### src/rtl/dmem_defs.sv
// dmem_defs: shared store/load format codes and the write-buffer entry type
package dmem_defs;
  localparam logic [2:0] FMT_SB = 3'b000;
  localparam logic [2:0] FMT_SH = 3'b001;
  localparam logic [2:0] FMT_SW = 3'b010;
  typedef struct packed {
    logic [29:0] addr;
    logic [31:0] wdata;
    logic [3:0]  wstrb;
  } wrEntry_t;
endpackage

### src/rtl/dmem_store_fifo.sv
// dmem_store_fifo: sync write buffer taking 0/1/2 pushes and 0/1 pop per cycle
module dmem_store_fifo
  import dmem_defs::*;
#(
  parameter int BUF_DEPTH = 2
) (
  input  logic                       clk,
  input  logic                       rst_n,
  input  logic [1:0]                 pushCnt,
  input  wrEntry_t                   push0,
  input  wrEntry_t                   push1,
  input  logic                       pop,
  output wrEntry_t                   head,
  output wrEntry_t                   second,
  output logic [$clog2(BUF_DEPTH):0] count
);
  localparam int PW = $clog2(BUF_DEPTH);
  localparam int CW = PW + 1;
  wrEntry_t mem [BUF_DEPTH];
  logic [PW-1:0] wrPtr, rdPtr, wrNext, rdNext;
  assign wrNext = wrPtr + PW'(1);
  assign rdNext = rdPtr + PW'(1);
  assign head   = mem[rdPtr];
  assign second = mem[rdNext];
  always_ff @(posedge clk) begin
    if (!rst_n) begin
      wrPtr <= '0;
      rdPtr <= '0;
      count <= '0;
    end else begin
      if (pushCnt != 2'd0) mem[wrPtr] <= push0;
      if (pushCnt == 2'd2) mem[wrNext] <= push1;
      wrPtr <= wrPtr + PW'(pushCnt);
      rdPtr <= rdPtr + PW'(pop);
      count <= count + CW'(pushCnt) - CW'(pop);
    end
  end
endmodule

### src/rtl/dmem_store_unit.sv
// dmem_store_unit: lane-steers stores into a write buffer drained over req/ack
// Define DMEM_STORE_SPLIT_EN to split misaligned SH/SW into one or two beats instead of dropping them.
module dmem_store_unit
  import dmem_defs::*;
#(
  parameter int WIDTH_DATA_LENGTH = 32,
  parameter int LENGTH_MUX        = 3,
  parameter int BUF_DEPTH         = 2
) (
  input  logic                         clk,
  input  logic                         rst_n,
  input  logic                         st_valid,
  output logic                         st_ready,
  input  logic [WIDTH_DATA_LENGTH-1:0] st_addr,
  input  logic [WIDTH_DATA_LENGTH-1:0] st_data,
  input  logic [LENGTH_MUX-1:0]        st_fmt,
  output logic                         mem_req,
  input  logic                         mem_ack,
  output logic [WIDTH_DATA_LENGTH-1:0] mem_addr,
  output logic [WIDTH_DATA_LENGTH-1:0] mem_wdata,
  output logic [3:0]                   mem_wstrb,
  output logic                         st_err,
  output logic                         buf_empty
);
  localparam int CW = $clog2(BUF_DEPTH) + 1;
  logic [CW-1:0] count, remaining;
  logic [1:0] off, pushCnt;
  logic [3:0] byteMask;
  logic [7:0] strb8;
  logic [31:0] dataMasked;
  logic [63:0] shifted;
  logic illegal, misaligned, dropErr, accept, pop, errQ;
  wrEntry_t lowEntry, highEntry, head, second, nextOut, outQ;
  always_comb begin
    off        = st_addr[1:0];
    byteMask   = st_fmt == FMT_SB ? 4'b0001 : st_fmt == FMT_SH ? 4'b0011 : 4'b1111;
    dataMasked = st_data & {{8{byteMask[3]}}, {8{byteMask[2]}}, {8{byteMask[1]}}, {8{byteMask[0]}}};
    shifted    = {32'b0, dataMasked} << {off, 3'b000};
    strb8      = {4'b0, byteMask} << off;
    illegal    = !(st_fmt inside {FMT_SB, FMT_SH, FMT_SW});
    misaligned = (st_fmt == FMT_SH && off[0]) || (st_fmt == FMT_SW && off != 2'd0);
`ifdef DMEM_STORE_SPLIT_EN
    dropErr    = illegal;
    st_ready   = rst_n && count <= CW'(BUF_DEPTH - 2);
    accept     = st_valid && st_ready;
    pushCnt    = accept && !dropErr ? (strb8[7:4] != 4'd0 ? 2'd2 : 2'd1) : 2'd0;
`else
    dropErr    = illegal || misaligned;
    st_ready   = rst_n && count < CW'(BUF_DEPTH);
    accept     = st_valid && st_ready;
    pushCnt    = accept && !dropErr ? 2'd1 : 2'd0;
`endif
    lowEntry   = '{addr: st_addr[31:2], wdata: shifted[31:0], wstrb: strb8[3:0]};
    highEntry  = '{addr: st_addr[31:2] + 30'd1, wdata: shifted[63:32], wstrb: strb8[7:4]};
    pop        = mem_req && mem_ack;
    remaining  = count - CW'(pop);
    // Output registers preload whatever entry will sit at the head after this edge.
    nextOut    = remaining != '0 ? (pop ? second : head) : pushCnt != 2'd0 ? lowEntry : '0;
  end
  dmem_store_fifo #(.BUF_DEPTH(BUF_DEPTH)) u_fifo (
    .clk    (clk),
    .rst_n  (rst_n),
    .pushCnt(pushCnt),
    .push0  (lowEntry),
    .push1  (highEntry),
    .pop    (pop),
    .head   (head),
    .second (second),
    .count  (count)
  );
  always_ff @(posedge clk) begin
    if (!rst_n) begin
      outQ <= '0;
      errQ <= 1'b0;
    end else begin
      outQ <= nextOut;
      errQ <= accept && dropErr;
    end
  end
  assign mem_req   = count != '0;
  assign buf_empty = count == '0;
  assign mem_addr  = {outQ.addr, 2'b00};
  assign mem_wdata = outQ.wdata;
  assign mem_wstrb = outQ.wstrb;
  assign st_err    = errQ;
endmodule

### config.mk
export PLATFORM = sky130hd
export DESIGN_NAME = dmem_store_unit
export DESIGN_NICKNAME = d
export VERILOG_FILES = /design/src/rtl/dmem_defs.sv /design/src/rtl/dmem_store_fifo.sv /design/src/rtl/dmem_store_unit.sv
export SDC_FILE = /design/constraint.sdc
export NUM_CORES = 1
export LEC_CHECK = 0
export ABC_AREA = 1
export BUFFER_PORTS_ARGS = -buffer_cell sky130_fd_sc_hd__buf_2
export CAP_MARGIN = 20
export CORE_ASPECT_RATIO = 0.9
export CORE_MARGIN = 2
export CORE_UTILIZATION = 50
export DETAILED_ROUTE_END_ITERATION = 12
export HOLD_SLACK_MARGIN = 0.06
export PLACE_DENSITY = 0.74
export SLEW_MARGIN = 20
export SYNTH_ARGS = -nofsm -noshare
export SYNTH_HDL_FRONTEND = slang
export SYNTH_SLANG_ARGS = --single-unit
### constraint.sdc
create_clock -name clk -period 4.75 [get_ports clk]
set_input_delay 0.7125 -clock clk [delete_from_list [all_inputs] [get_ports clk]]
set_output_delay 0.7125 -clock clk [all_outputs]
set_load 0.02 [all_outputs]
### Yosys cells after proc, flatten, opt, wreduce, memory -nomap -nowiden

Memories as Yosys holds them, arrays and structs flattened. A register that Yosys moved wholly into a read port is not among the register bits.
Cells that the tools add are included.

* output and inout port bits: 72
* memories: 1
* memory bits (writable): 132
* word-level logic and storage cells: 58
* bits of input ports: 71
* flip-flop bits (word level): 71

Memories
* u_fifo.mem: words 2, width 66, read ports 2, clocked after Yosys merged registers in 1, write ports 1, RTL line dmem_store_fifo.sv:19 `wrEntry_t mem [BUF_DEPTH];`

* bitwise logic cells: 1
* reductions and logical operators: 19
* add/sub/neg operators: 8
* mux-type cells: 16
* $lt $le $gt $ge: 1
* eq/ne operators: 3
* shift-type cells: 2

Operators with widths (number)
* $mux W66: 4
* $reduce_or A66 Y1: 1
* $shl A32 B5 Y64: 1
* $and A32 B32 Y32: 1
* $add A30 B1 Y30 const B: 1
* $mux W1: 10
* $mux W4: 2
* $reduce_bool A2 Y1: 4
* $shl A4 B2 Y8: 1
* $logic_and A1 B1 Y1: 7
* $sub A2 B1 Y2: 2
* $eq A3 B1 Y1 const B: 1
* $eq A3 B2 Y1 const B: 1
* $logic_not A3 Y1: 1
* $reduce_bool A3 Y1: 1
* $add A1 B1 Y1: 2
* $add A1 B1 Y1 const B: 2
* $add A2 B1 Y2: 1
* $eq A1 B2 Y1 const B: 1
* $logic_not A1 Y1: 2
* $logic_not A2 Y1: 1
* $logic_or A1 B1 Y1: 2
* $lt A2 B2 Y1 const B: 1

### Depth between registers and ports, before layout

Gate-level depths: netlist of run 1.

* word-level depth: 13
* gate-level depth with buffers: 13
* depth with buffers taken out: 9

### By module

A second synthesis of run 1 with hierarchy kept.

* cells, all modules: 1751
* area total of the unflattened synthesis: 12410.7 um^2

By module, submodules not included
* dmem_store_fifo: cells each 890, times used 1, sequential area each 4063.9 um^2, area an instance 7543.5 um^2
* dmem_store_unit: cells each 861, times used 1, sequential area each 1341.3 um^2, area an instance 4867.2 um^2

### Least setup slack after synthesis of run 1

No wires, ideal clock.

* kind: input-to-reg
* start point: input st_addr[0]
* end point: memory u_fifo.mem[0][0] (netlist bit) (enable)
* arrival time: 4.019 ns
* setup time: 0.490 ns
* path slack: 0.241 ns
* stages on the path: 6
* path buffers: 1
* data required time: 4.260 ns
* path through: buf_2 -> nor2_4 -> nand2_1 -> nand2_2 -> nand3_4 -> nor2_1

* longest elaborated chain between the ends: 13
* elaborated cells between the ends (all ways): 19

Ends and longest elaborated chain
* start, declared: RTL line dmem_store_unit.sv:14 `input logic [WIDTH_DATA_LENGTH-1:0] st_addr,`
* $reduce_bool A2 Y1: RTL line dmem_store_unit.sv:41 `misaligned = (st_fmt == FMT_SH && off[0]) || (st_fmt == FMT_SW && off != 2'd0);`
* $logic_and A1 B1 Y1: RTL line dmem_store_unit.sv:41
* $logic_or A1 B1 Y1 (*): RTL line dmem_store_unit.sv:41
* $logic_or A1 B1 Y1 (*): RTL line dmem_store_unit.sv:48 `dropErr = illegal || misaligned;`
* $logic_not A1 Y1 (*): RTL line dmem_store_unit.sv:51 `pushCnt = accept && !dropErr ? 2'd1 : 2'd0;`
* $logic_and A1 B1 Y1 (*): RTL line dmem_store_unit.sv:51
* $mux W1 (*): RTL line dmem_store_unit.sv:51
* $eq A1 B2 Y1: RTL line dmem_store_fifo.sv:32 `if (pushCnt == 2'd2) mem[wrNext] <= push1;`
* $mux W1: RTL line dmem_store_fifo.sv:32
* $mux W1: RTL line dmem_store_fifo.sv:26 `if (!rst_n) begin`
* $mux W1 (not written as such): RTL line dmem_store_fifo.sv:32
* $reduce_or A66 Y1 (no source line)
* $mux W1 (no source line)
* end, declared: RTL line dmem_store_fifo.sv:19

Every way passes the cells marked *; elsewhere a longest branch is shown, timed or not.

### Worst setup path after layout of run 1

* start point: input rst_n
* end point: output st_ready

* longest elaborated chain between the ends: 1

Ends and longest elaborated chain
* start, declared: RTL line dmem_store_unit.sv:11 `input logic rst_n,`
* $logic_and A1 B1 Y1: RTL line dmem_store_unit.sv:49 `st_ready = rst_n && count < CW'(BUF_DEPTH);`
* end, declared: RTL line dmem_store_unit.sv:13 `output logic st_ready,`

Every way passes these cells.

==> flow_summary.ini, run 1 <==
[synth]
ys_top_cells_by_count = nand2_1, inv_1, o21ai_0
synth-edff-count = 132
ys_seq_elements = 204
netlist_top_cells_area = edfxtp_1, dfxtp_1, nand2_1
netlist.area_leader.share_pct = 40.4
ys_seq_area_share_pct = 55.1
syn_inst = 1194
synth_warnings = 0
async_reset_ff_share_pct = 0
synth.avg_cell_area_sq_um = 8.21
synth_top_cell_by_area = edfxtp_1
syn-cell-area_sq_mm = 0.00980
ys_types = 27
yosys.cell_count.top_type = nand2_1
synth_flop_cell = edfxtp_1

[die]
die_height_um = 137
io_pins = 143
start_util_pct = 51.0
coreArea_sq_mm = 0.0192
dieArea_sq_mm = 0.0207
dieWidth_um = 152
num_rows = 48

[finish]
layout-drive-gt1-share_pct = 15.7
num-fill-cells = 1692
areaGrowthSynthToFinish_pct = 14.6
fin_nets = 1365
antenna_cells = 0

[setup_path]
worst_path_most_repeated_cell = buf_2
cp_max_fo = 68
cp_cell_sequence = buf_2 -> inv_2 -> buf_4 -> nor2_1 -> buf_2
crit_start = rst_n
reg2regPathDepth = 7
crit_slowest_cell = buf_4
cp.depth = 5
cp_slowest_stage_delay_ns = 0.68
critPathRequiredTime_ns = 4.04
endpoint_kind = primary output
rrSetupSlack_ns = 2.34
cpLargestDelayFamily = buffers and inverters
critPathBufInv = 4
rr_endpoint = mem_addr[7]$_SDFF_PN0_
arrival_ns = 1.90
rr_startpoint = u_fifo.count[1]$_SDFF_PN0_
crit_path_end = st_ready
crit_type = input port to primary output
start_kind = input port

[cts]
clk_root_buffer_cell = clkbuf_16
clkSinkCount = 204
clk_pin_slew_worst_paths_ns = 0.06
cts_setup_buffers = 0
cts_tree = built
clk_path_buf_depth = 3
cts_max_level = 1
cts_buffers = 22
cts.repair.resized = 0
holdBufCountCts = 0
insertion_delay_ns = 0.50

[drt]
routed-wl-met3_um = 1820
highest_layer = met4
dr.pass1.iters = 5
drc = 0
via_per_inst = 5.13
detailedRoute.firstIterationViolations = 658
wl_per_cell_um = 15.0
ant_nets = 0
dr_wl_met2_um = 10900
routed_wirelength_um = 23300
vias = 7989
wl_met1_um = 10000

[grt]
grt_pass1_wl_um = 36200
grt_pass1_vias = 7383
track_usage_pct = 22.3
antenna_found_initial = 0
grt_max_degree = 95
grt_overflow = 0

[worst_hold_path]
hold_path.class = input port to register

[timing]
fin_tns_setup_ns = 0
drv_slew = 0
hold_ws_ns = 0.409
skew_ns = 0.00907
finalCritPeriodShare_pct = 55.0
final-setup-viol-count = 0
rsz0062_at_grt = no
slew_headroom_pct = 37.2
timing_hold_violations_final = 0
worstMarginPinSlew_ns = 0.941
fmax_mhz = 383
fin_crit_ns = 2.61

[power]
irDropWorstVdd_uv = 307
leakage_nw = 4.87
swShare_pct = 36.0
p_comb_share_pct = 31.7
power.density_mw_per_mm2 = 505
p_clk_share_pct = 27.8
seqPwrFrac_pct = 40.5
p_int_mw = 3.63
p_switching_mw = 2.04

[placed_design]
port_buffers = 140
routabilityCongestion = 0.817
place_hpwl_um = 14300

[status]
status = finished, final reports clean

[flow_run]
cap_violations = 0
==> layout by cell type, fill, tap and decap left out, types with 10 or more instances in the layout <==
| cell | instances |
|---|---|
| o211ai_1 | 31 |
| o21a_1 | 19 |
| edfxtp_1 | 132 |
| nand2_1 | 314 |
| buf_2 | 140 |
| o21ai_1 | 32 |
| a21oi_1 | 70 |
| o21ai_0 | 137 |
| clkbuf_1 | 10 |
| clkbuf_16 | 23 |
| dfxtp_1 | 70 |
| nand3_1 | 19 |
| nor2_1 | 99 |
| inv_1 | 163 |
| buf_4 | 11 |
==> per-stage QoR <==
stage	power (mW)	worst slack, ns	util (%)	cells	instance area, sq um
finish	5.67	2.14	58.5	1558	11200
global route	6.01	2.09	58.5	1558	11200
CTS	5.70	2.13	58.5	1558	11200
detailed placement	4.12	1.73	55.0	1519	10600
global placement	4.09	1.77	55.0	1519	10600
floorplan	3.59	0.241	-	1195	9810
==> flip-flops by register name, indices dropped and copies added (netlist names), named ones only <==
signal / flops
u_fifo.rdPtr: 1
u_fifo.count: 2
mem_addr: 30
u_fifo.wrPtr: 1
mem_wdata: 32
u_fifo.mem: 132
st_err: 1
mem_wstrb: 4
==> layout make-up <==
class,instances,area (sq um),area share (%)
Sequential cell,204,5410,48.2
Multi-Input combinational cell,741,3400,30.2
Timing Repair Buffer,152,803,7.15
Inverter,172,646,5.75
Clock buffer,35,641,5.70
Tap cell,250,313,2.78
Clock inverter,4,21.3,0.189
==> power groups by stage <==
stage                     clock network, mW  logic (mW)  registers, mW
final                                  1.58        1.79           2.30
after global routing                   1.67        2.00           2.33
after CTS                              1.60        1.80           2.30
after detailed placement                  0        1.79           2.34
after global placement                    0        1.76           2.33
after floorplan                           0        1.16           2.43
==> worst min path at each step <==
stage	from	end	slack [ns]	depth (start not counted)
final	st_addr[14]	u_fifo.mem[1][48]$_DFFE_PP_	0.41	1
after global routing	st_addr[14]	u_fifo.mem[1][48]$_DFFE_PP_	0.40	1
after CTS	st_addr[14]	u_fifo.mem[1][48]$_DFFE_PP_	0.40	1
after detailed placement	u_fifo.wrPtr$_SDFF_PN0_	u_fifo.wrPtr$_SDFF_PN0_	0.58	2
after global placement	u_fifo.wrPtr$_SDFF_PN0_	u_fifo.wrPtr$_SDFF_PN0_	0.57	2
after floorplan	u_fifo.wrPtr$_SDFF_PN0_	u_fifo.wrPtr$_SDFF_PN0_	0.46	2
==> routing by layer <==
metal  vias to the layer above  global-route usage [%]
li1                       4040                       -
met1                      3626                    30.0
met2                       286                    37.0
met3                        37                    3.47
met4                         0                    7.36
met5                         -                       0
==> cells by family after synthesis <==
logic type	share of synthesized area (%)
compound gates	16.0
xor+xnor	0.0894
fa+ha+maj	0.128
buf+inv	10.4
flops	55.1
other cells	0.0383
simple gates	18.1
(Power assumes the default switching activity.)
==> run 2, diff against run 1 <==
--- a/config.mk
+++ b/config.mk
@@ -5,15 +5,15 @@
 export SDC_FILE = /design/constraint.sdc
 export NUM_CORES = 1
 export LEC_CHECK = 0
-export ABC_AREA = 1
+export ABC_AREA = 0
 export BUFFER_PORTS_ARGS = -buffer_cell sky130_fd_sc_hd__buf_2
 export CAP_MARGIN = 20
 export CORE_ASPECT_RATIO = 0.9
 export CORE_MARGIN = 2
-export CORE_UTILIZATION = 50
+export CORE_UTILIZATION = 49
 export DETAILED_ROUTE_END_ITERATION = 12
 export HOLD_SLACK_MARGIN = 0.06
-export PLACE_DENSITY = 0.74
+export PLACE_DENSITY = 0.75
 export SLEW_MARGIN = 20
 export SYNTH_ARGS = -nofsm -noshare
 export SYNTH_HDL_FRONTEND = slang
==> constraint.sdc (replaced) <==
create_clock -name clk -period 2.3 [get_ports clk]
set_input_delay 0.345 -clock clk [delete_from_list [all_inputs] [get_ports clk]]
set_output_delay 0.345 -clock clk [all_outputs]
set_load 0.02 [all_outputs]
==> run 2 against run 1 <==
  * Combinational power rose by 56%
  * Register-to-register slack got worse by 2.2 ns
  * Global-route usage fell by 1.8 points
  * Count of clock-buffer cells in the layout fell by 7
  * Critical path depth rose by 1
  * Final area fell by 16%
  * Critical endpoint is now mem_wdata[25]$_SDFF_PN0_
  * Largest cell class unchanged
==> flow_summary.ini, run 2 <==
[worst_hold_path]
hold_path.class = input port to register

[placed_design]
dp.cells = 839
place_hpwl_um = 11100
routabilityCongestion = 0.900
pre_cts_slack_ns = 0.0560
port_buffers = 140
dpl_cell_area_sq_mm = 0.00859

[cts]
cts_tree = built
clk_pin_slew_worst_paths_ns = 0.06
clk_path_buf_depth = 3
clkSinkCount = 204
clk_root_buffer_cell = clkbuf_16
cts_max_level = 1
insertion_delay_ns = 0.49
cts_buffers = 21
cts_setup_buffers = 0

[die]
coreArea_sq_mm = 0.0149
start_util_pct = 50.7
die_height_um = 122
dieWidth_um = 135
num_rows = 42
dieArea_sq_mm = 0.0164
io_pins = 143

[setup_path]
start_kind = register
crit_type = register to register
cp_max_fo = 19
endpoint_kind = register
critPathRequiredTime_ns = 2.70
arrival_ns = 2.52

[grt]
grt_pass1_wl_um = 26000
grt_max_degree = 40
antenna_found_initial = 0
grt_pass1_vias = 4855
grt_overflow = 0
track_usage_pct = 20.4

[finish]
multiInputGateArea_sq_mm = 0.00197
regArea_sq_mm = 0.00541
finish.instance_area_sq_mm = 0.00938
mostFrequentLayoutCells = buf_2, edfxtp_1, mux2i_1, dfxtp_1, nand2_1
areaGrowthSynthToFinish_pct = 24.5
post-route-util_pct = 63.1
instances_no_fill = 895
layout-drive-gt1-share_pct = 28.1
regMostFlops = u_fifo.mem
final_common_cell = buf_2
fin_nets = 756
num-fill-cells = 1108
largest_reg_flops = 132
antenna_cells = 0

[synth]
synth-edff-count = 132
synth.avg_cell_area_sq_um = 14.7
ys_seq_area_share_pct = 71.7
netlist_top_cells_area = edfxtp_1, dfxtp_1, mux2i_1
synth_flop_cell = edfxtp_1
async_reset_ff_share_pct = 0
ys_types = 40
netlist.area_leader.share_pct = 52.6
ys_top_cells_by_count = edfxtp_1, mux2i_1, dfxtp_1
synth_warnings = 0
syn-cell-area_sq_mm = 0.00754
syn_inst = 511
ys_seq_elements = 204
yosys.cell_count.top_type = edfxtp_1
synth_top_cell_by_area = edfxtp_1

[timing]
rsz0062_at_grt = no
timing_hold_violations_final = 0
worstMarginPinSlew_ns = 1.05
drv_slew = 0
fin_crit_ns = 2.12
finalCritPeriodShare_pct = 92.4
fmax_mhz = 471
final-setup-viol-count = 0
slew_headroom_pct = 29.8
skew_ns = 0.00719
fin_tns_setup_ns = 0
final.setup.worst_slack_ns = 0.175

[drt]
dr_wl_met2_um = 7860
routed_wirelength_um = 16700
detailedRoute.firstIterationViolations = 439
highest_layer = met4
routed-wl-met3_um = 1380
wl_per_cell_um = 18.7
via_per_inst = 5.48
wl_met1_um = 7160
ant_nets = 0
dr.pass1.iters = 5
vias = 4903
drc = 0

[flow_run]
cap_violations = 0

[power]
irDropWorstVdd_uv = 717
power.density_mw_per_mm2 = 1090
leakage_nw = 3.58

[status]
status = finished, final reports clean
[run 2: changes by cell type in the layout (fill, tap and decap cells not counted), moves of 20 or more]
| cell | before | now |
|---|---|---|
| a21oi_1 | 70 | 1 |
| mux2i_1 | 0 | 75 |
| o21ai_1 | 32 | 7 |
| o211ai_1 | 31 | 0 |
| o21ai_0 | 137 | 28 |
| dlygate4sd3_1 | 0 | 20 |
| inv_1 | 163 | 12 |
| nor2_1 | 99 | 13 |
| nand2_1 | 314 | 37 |
| o22ai_1 | 0 | 24 |
[run 2: area by class of cell]
cell class	instances	share of cell area, %
Sequential cell	204	57.6
Clock inverter	8	0.427
Multi-Input combinational cell	265	21.0
Inverter	13	0.520
Timing Repair Buffer	179	11.9
Tap cell	198	2.64
Clock buffer	28	5.88
[run 2: worst max-delay path: stages, from the launching register on]
cell	delay (ns)
dfxtp_1	0.32
o21a_1	0.25
ha_1	0.32
inv_1	0.13
a2111oi_4	0.47
buf_4	0.35
o2bb2ai_1	0.18
[run 2: path summary, 6_finish.rpt]
| kind | endpoint | depth (start not counted) | start | slack [ns] |
|---|---|---|---|---|
| worst max-delay path | mem_wdata[25]$_SDFF_PN0_ | 6 | u_fifo.count[0]$_SDFF_PN0_ | 0.18 |
| worst min-delay path | u_fifo.mem[1][65]$_DFFE_PP_ | 1 | st_addr[31] | 0.07 |
| worst max register to register | mem_wdata[25]$_SDFF_PN0_ | 6 | u_fifo.count[0]$_SDFF_PN0_ | 0.18 |
| worst min register to register | mem_wstrb[1]$_SDFF_PN0_ | 2 | u_fifo.mem[0][1]$_DFFE_PP_ | 0.51 |
[run 2: power breakdown]
part	internal (mW)	switching (mW)	leakage, nW
logic	1.09	1.71	1.50
registers	4.33	0.134	1.79
clock network	1.68	1.29	0.292
total	7.10	3.13	3.58
[run 2: cell families (layout without fill, tap and decap cells)]
kind of cell / count (synthesis) / after routing / synth area share (%)
simple gates: 81 / 81 / 5.33
buf+inv: 43 / 228 / 2.79
mux: 76 / 76 / 10.1
flops: 204 / 204 / 71.7
xor+xnor: 2 / 2 / 0.232
fa+ha+maj: 1 / 1 / 0.166
compound gates: 103 / 103 / 9.61
other cells: 1 / 2 / 0.0498
[run 2: routing by layer]
layer | vias to the layer above | GRT usage, %
met5 | - | 0
met4 | 0 | 5.79
met3 | 31 | 4.49
met2 | 220 | 32.8
met1 | 2383 | 28.4
li1 | 2269 | -
[run 2: through the flow]
step / hold slack, ns / power [mW]
after floorplan: 0.444 / 6.36
after global placement: 0.490 / 7.26
after detailed placement: 0.497 / 7.31
after CTS: 0.0602 / 10.3
after global routing: 0.0606 / 10.7
final: 0.0690 / 10.2
[run 2: timing repair]
item	CTS	global route
setup endpoints to repair	0	3
hold buffers	20	0
endpoints found under the hold margin	37	0
resized for setup	0	1
==> run 3, diff against run 2 <==
--- a/config.mk
+++ b/config.mk
@@ -13,7 +13,7 @@
 export CORE_UTILIZATION = 49
 export DETAILED_ROUTE_END_ITERATION = 12
 export HOLD_SLACK_MARGIN = 0.06
-export PLACE_DENSITY = 0.75
+export PLACE_DENSITY = 0.74
 export SLEW_MARGIN = 20
 export SYNTH_ARGS = -nofsm -noshare
 export SYNTH_HDL_FRONTEND = slang
==> run 3 against run 2 <==
  * Routed wire length grew 0.15%
  * Clock power grew 16%
  * Global-route usage grew 0.067 points
  * Clock skew grew 0.0030 ns
  * Sequential cell count is the same
  * Count of clock-buffer cells in the layout grew 1
  * Maximum frequency grew 3.0%
  * Sequential power is essentially flat
==> flow_summary.ini, run 3 (synthesis results as in run 2) <==
[setup_path]
arrival_ns = 2.48
critPathRequiredTime_ns = 2.72
cp_max_fo = 9
rrSetupSlack_ns = 0.24
crit_type = register to register
cpLargestDelayFamily = compound AO/OA/AOI/OAI gates
reg2regPathDepth = 6
cp_cell_sequence = o21a_1 -> ha_1 -> inv_1 -> a2111o_1 -> nor3_4 -> o21bai_1
rr_endpoint = mem_wstrb[0]$_SDFF_PN0_
endpoint_kind = register
cp_slowest_stage_delay_ns = 0.42
crit_slowest_cell = a2111o_1
start_kind = register
critPathBufInv = 1
rr_startpoint = u_fifo.count[1]$_SDFF_PN0_

[cts]
cts_setup_buffers = 0
cts_buffers = 21
cts_max_level = 1
insertion_delay_ns = 0.49
clkSinkCount = 204
clk_root_buffer_cell = clkbuf_16
clk_pin_slew_worst_paths_ns = 0.06
clk_path_buf_depth = 3
cts.repair.resized = 0
cts_tree = built

[finish]
num-fill-cells = 1110
layout-drive-gt1-share_pct = 28.7
mostFrequentLayoutCells = buf_2, edfxtp_1, mux2i_1, dfxtp_1, nand2_1
regArea_sq_mm = 0.00541
fin_nets = 758
largest_reg_flops = 132
post-route-util_pct = 64.2
areaGrowthSynthToFinish_pct = 26.6
multiInputGateArea_sq_mm = 0.00197
final_common_cell = buf_2
regMostFlops = u_fifo.mem
antenna_cells = 0
instances_no_fill = 899

[grt]
grt_pass1_wl_um = 26400
antenna_found_initial = 1
grt_overflow = 0
grt_max_degree = 40
track_usage_pct = 20.5
grt_pass1_vias = 4954

[drt]
routed_wirelength_um = 16800
dr.pass1.iters = 9
wl_per_cell_um = 18.6
vias = 4883
ant_nets = 0
drc = 0
via_per_inst = 5.43
detailedRoute.firstIterationViolations = 343

[worst_hold_path]
hold_path.class = input port to register
worstHoldPathCells = 1
hold_end = u_fifo.mem[0][58]$_DFFE_PP_
hold_start = st_addr[24]

[power]
power.density_mw_per_mm2 = 1120
irDropWorstVdd_uv = 783
leakage_nw = 3.65

[die]
start_util_pct = 50.7
dieWidth_um = 135
io_pins = 143
die_height_um = 122
dieArea_sq_mm = 0.0164
num_rows = 42
coreArea_sq_mm = 0.0149

[placed_design]
port_buffers = 140
routabilityCongestion = 0.835
pre_cts_slack_ns = 0.150
dp.cells = 840
place_hpwl_um = 10800

[timing]
slew_headroom_pct = 28.2
fmax_mhz = 485
drv_slew = 0
skew_ns = 0.0102
final.setup.worst_slack_ns = 0.236
timing_hold_violations_final = 0
rsz0062_at_grt = no
hold_ws_ns = 0.0767
fin_tns_setup_ns = 0
finalCritPeriodShare_pct = 89.7
worstMarginPinSlew_ns = 1.07
final-setup-viol-count = 0
fin_crit_ns = 2.06

[flow_run]
cap_violations = 0

[status]
status = finished, final reports clean
[run 3: cell types whose count changed in the layout (fill, tap and decap cells not counted)]
cell	before	now
nand2b_2	1	0
buf_12	6	8
clkinv_2	4	2
clkbuf_1	7	5
nand2b_1	8	9
dlygate4sd3_1	20	21
clkinv_1	4	3
buf_4	13	12
clkbuf_8	0	3
clkinvlp_4	0	1
bufinv_16	0	3
[run 3: worst max-delay path by stage]
| stage | cells past startpoint | from | end |
|---|---|---|---|
| 2_1_floorplan | 4 | st_addr[1] | u_fifo.mem[0][0]$_DFFE_PP_ |
| 3_3_place_gp | 7 | mem_ack | mem_wstrb[0]$_SDFF_PN0_ |
| 3_5_place_dp | 5 | st_addr[0] | mem_wdata[19]$_SDFF_PN0_ |
| 4_1_cts | 5 | u_fifo.count[1]$_SDFF_PN0_ | u_fifo.mem[0][5]$_DFFE_PP_ |
| 5_1_grt | 6 | u_fifo.count[1]$_SDFF_PN0_ | mem_wdata[0]$_SDFF_PN0_ |
| 6_report | 6 | u_fifo.count[1]$_SDFF_PN0_ | mem_wstrb[0]$_SDFF_PN0_ |
[run 3: metal layers]
metal	wire, um	vias to the layer above	global-route usage, %
met3	1180	37	4.37
met4	450	0	5.92
li1	-	2268	-
met1	7490	2376	29.0
met2	7630	202	32.4
met5	0	-	0
[run 3: through the flow]
step	instance area, sq um	power, mW
final	9540	10.7
after floorplan	7560	6.36
after CTS	9520	10.8
after global placement	8620	7.26
after detailed placement	8620	7.29
after global routing	9540	11.1
[run 3: timing repair]
action,in CTS,in global routing
endpoints found under the hold margin,37,2
endpoints found under the setup margin,0,0
hold buffers,19,2
[run 3: power by group]
group	switching [mW]	internal, mW
clock network	1.33	2.12
registers	0.128	4.33
logic	1.73	1.08
[run 3: cell type report]
cell class | instances | area share, %
clock inverter | 9 | 1.30
inverter | 13 | 0.511
multi-input combinational | 265 | 20.6
sequential | 204 | 56.6
clock buffer | 29 | 6.14
timing repair buffer | 181 | 12.2
tap | 198 | 2.60
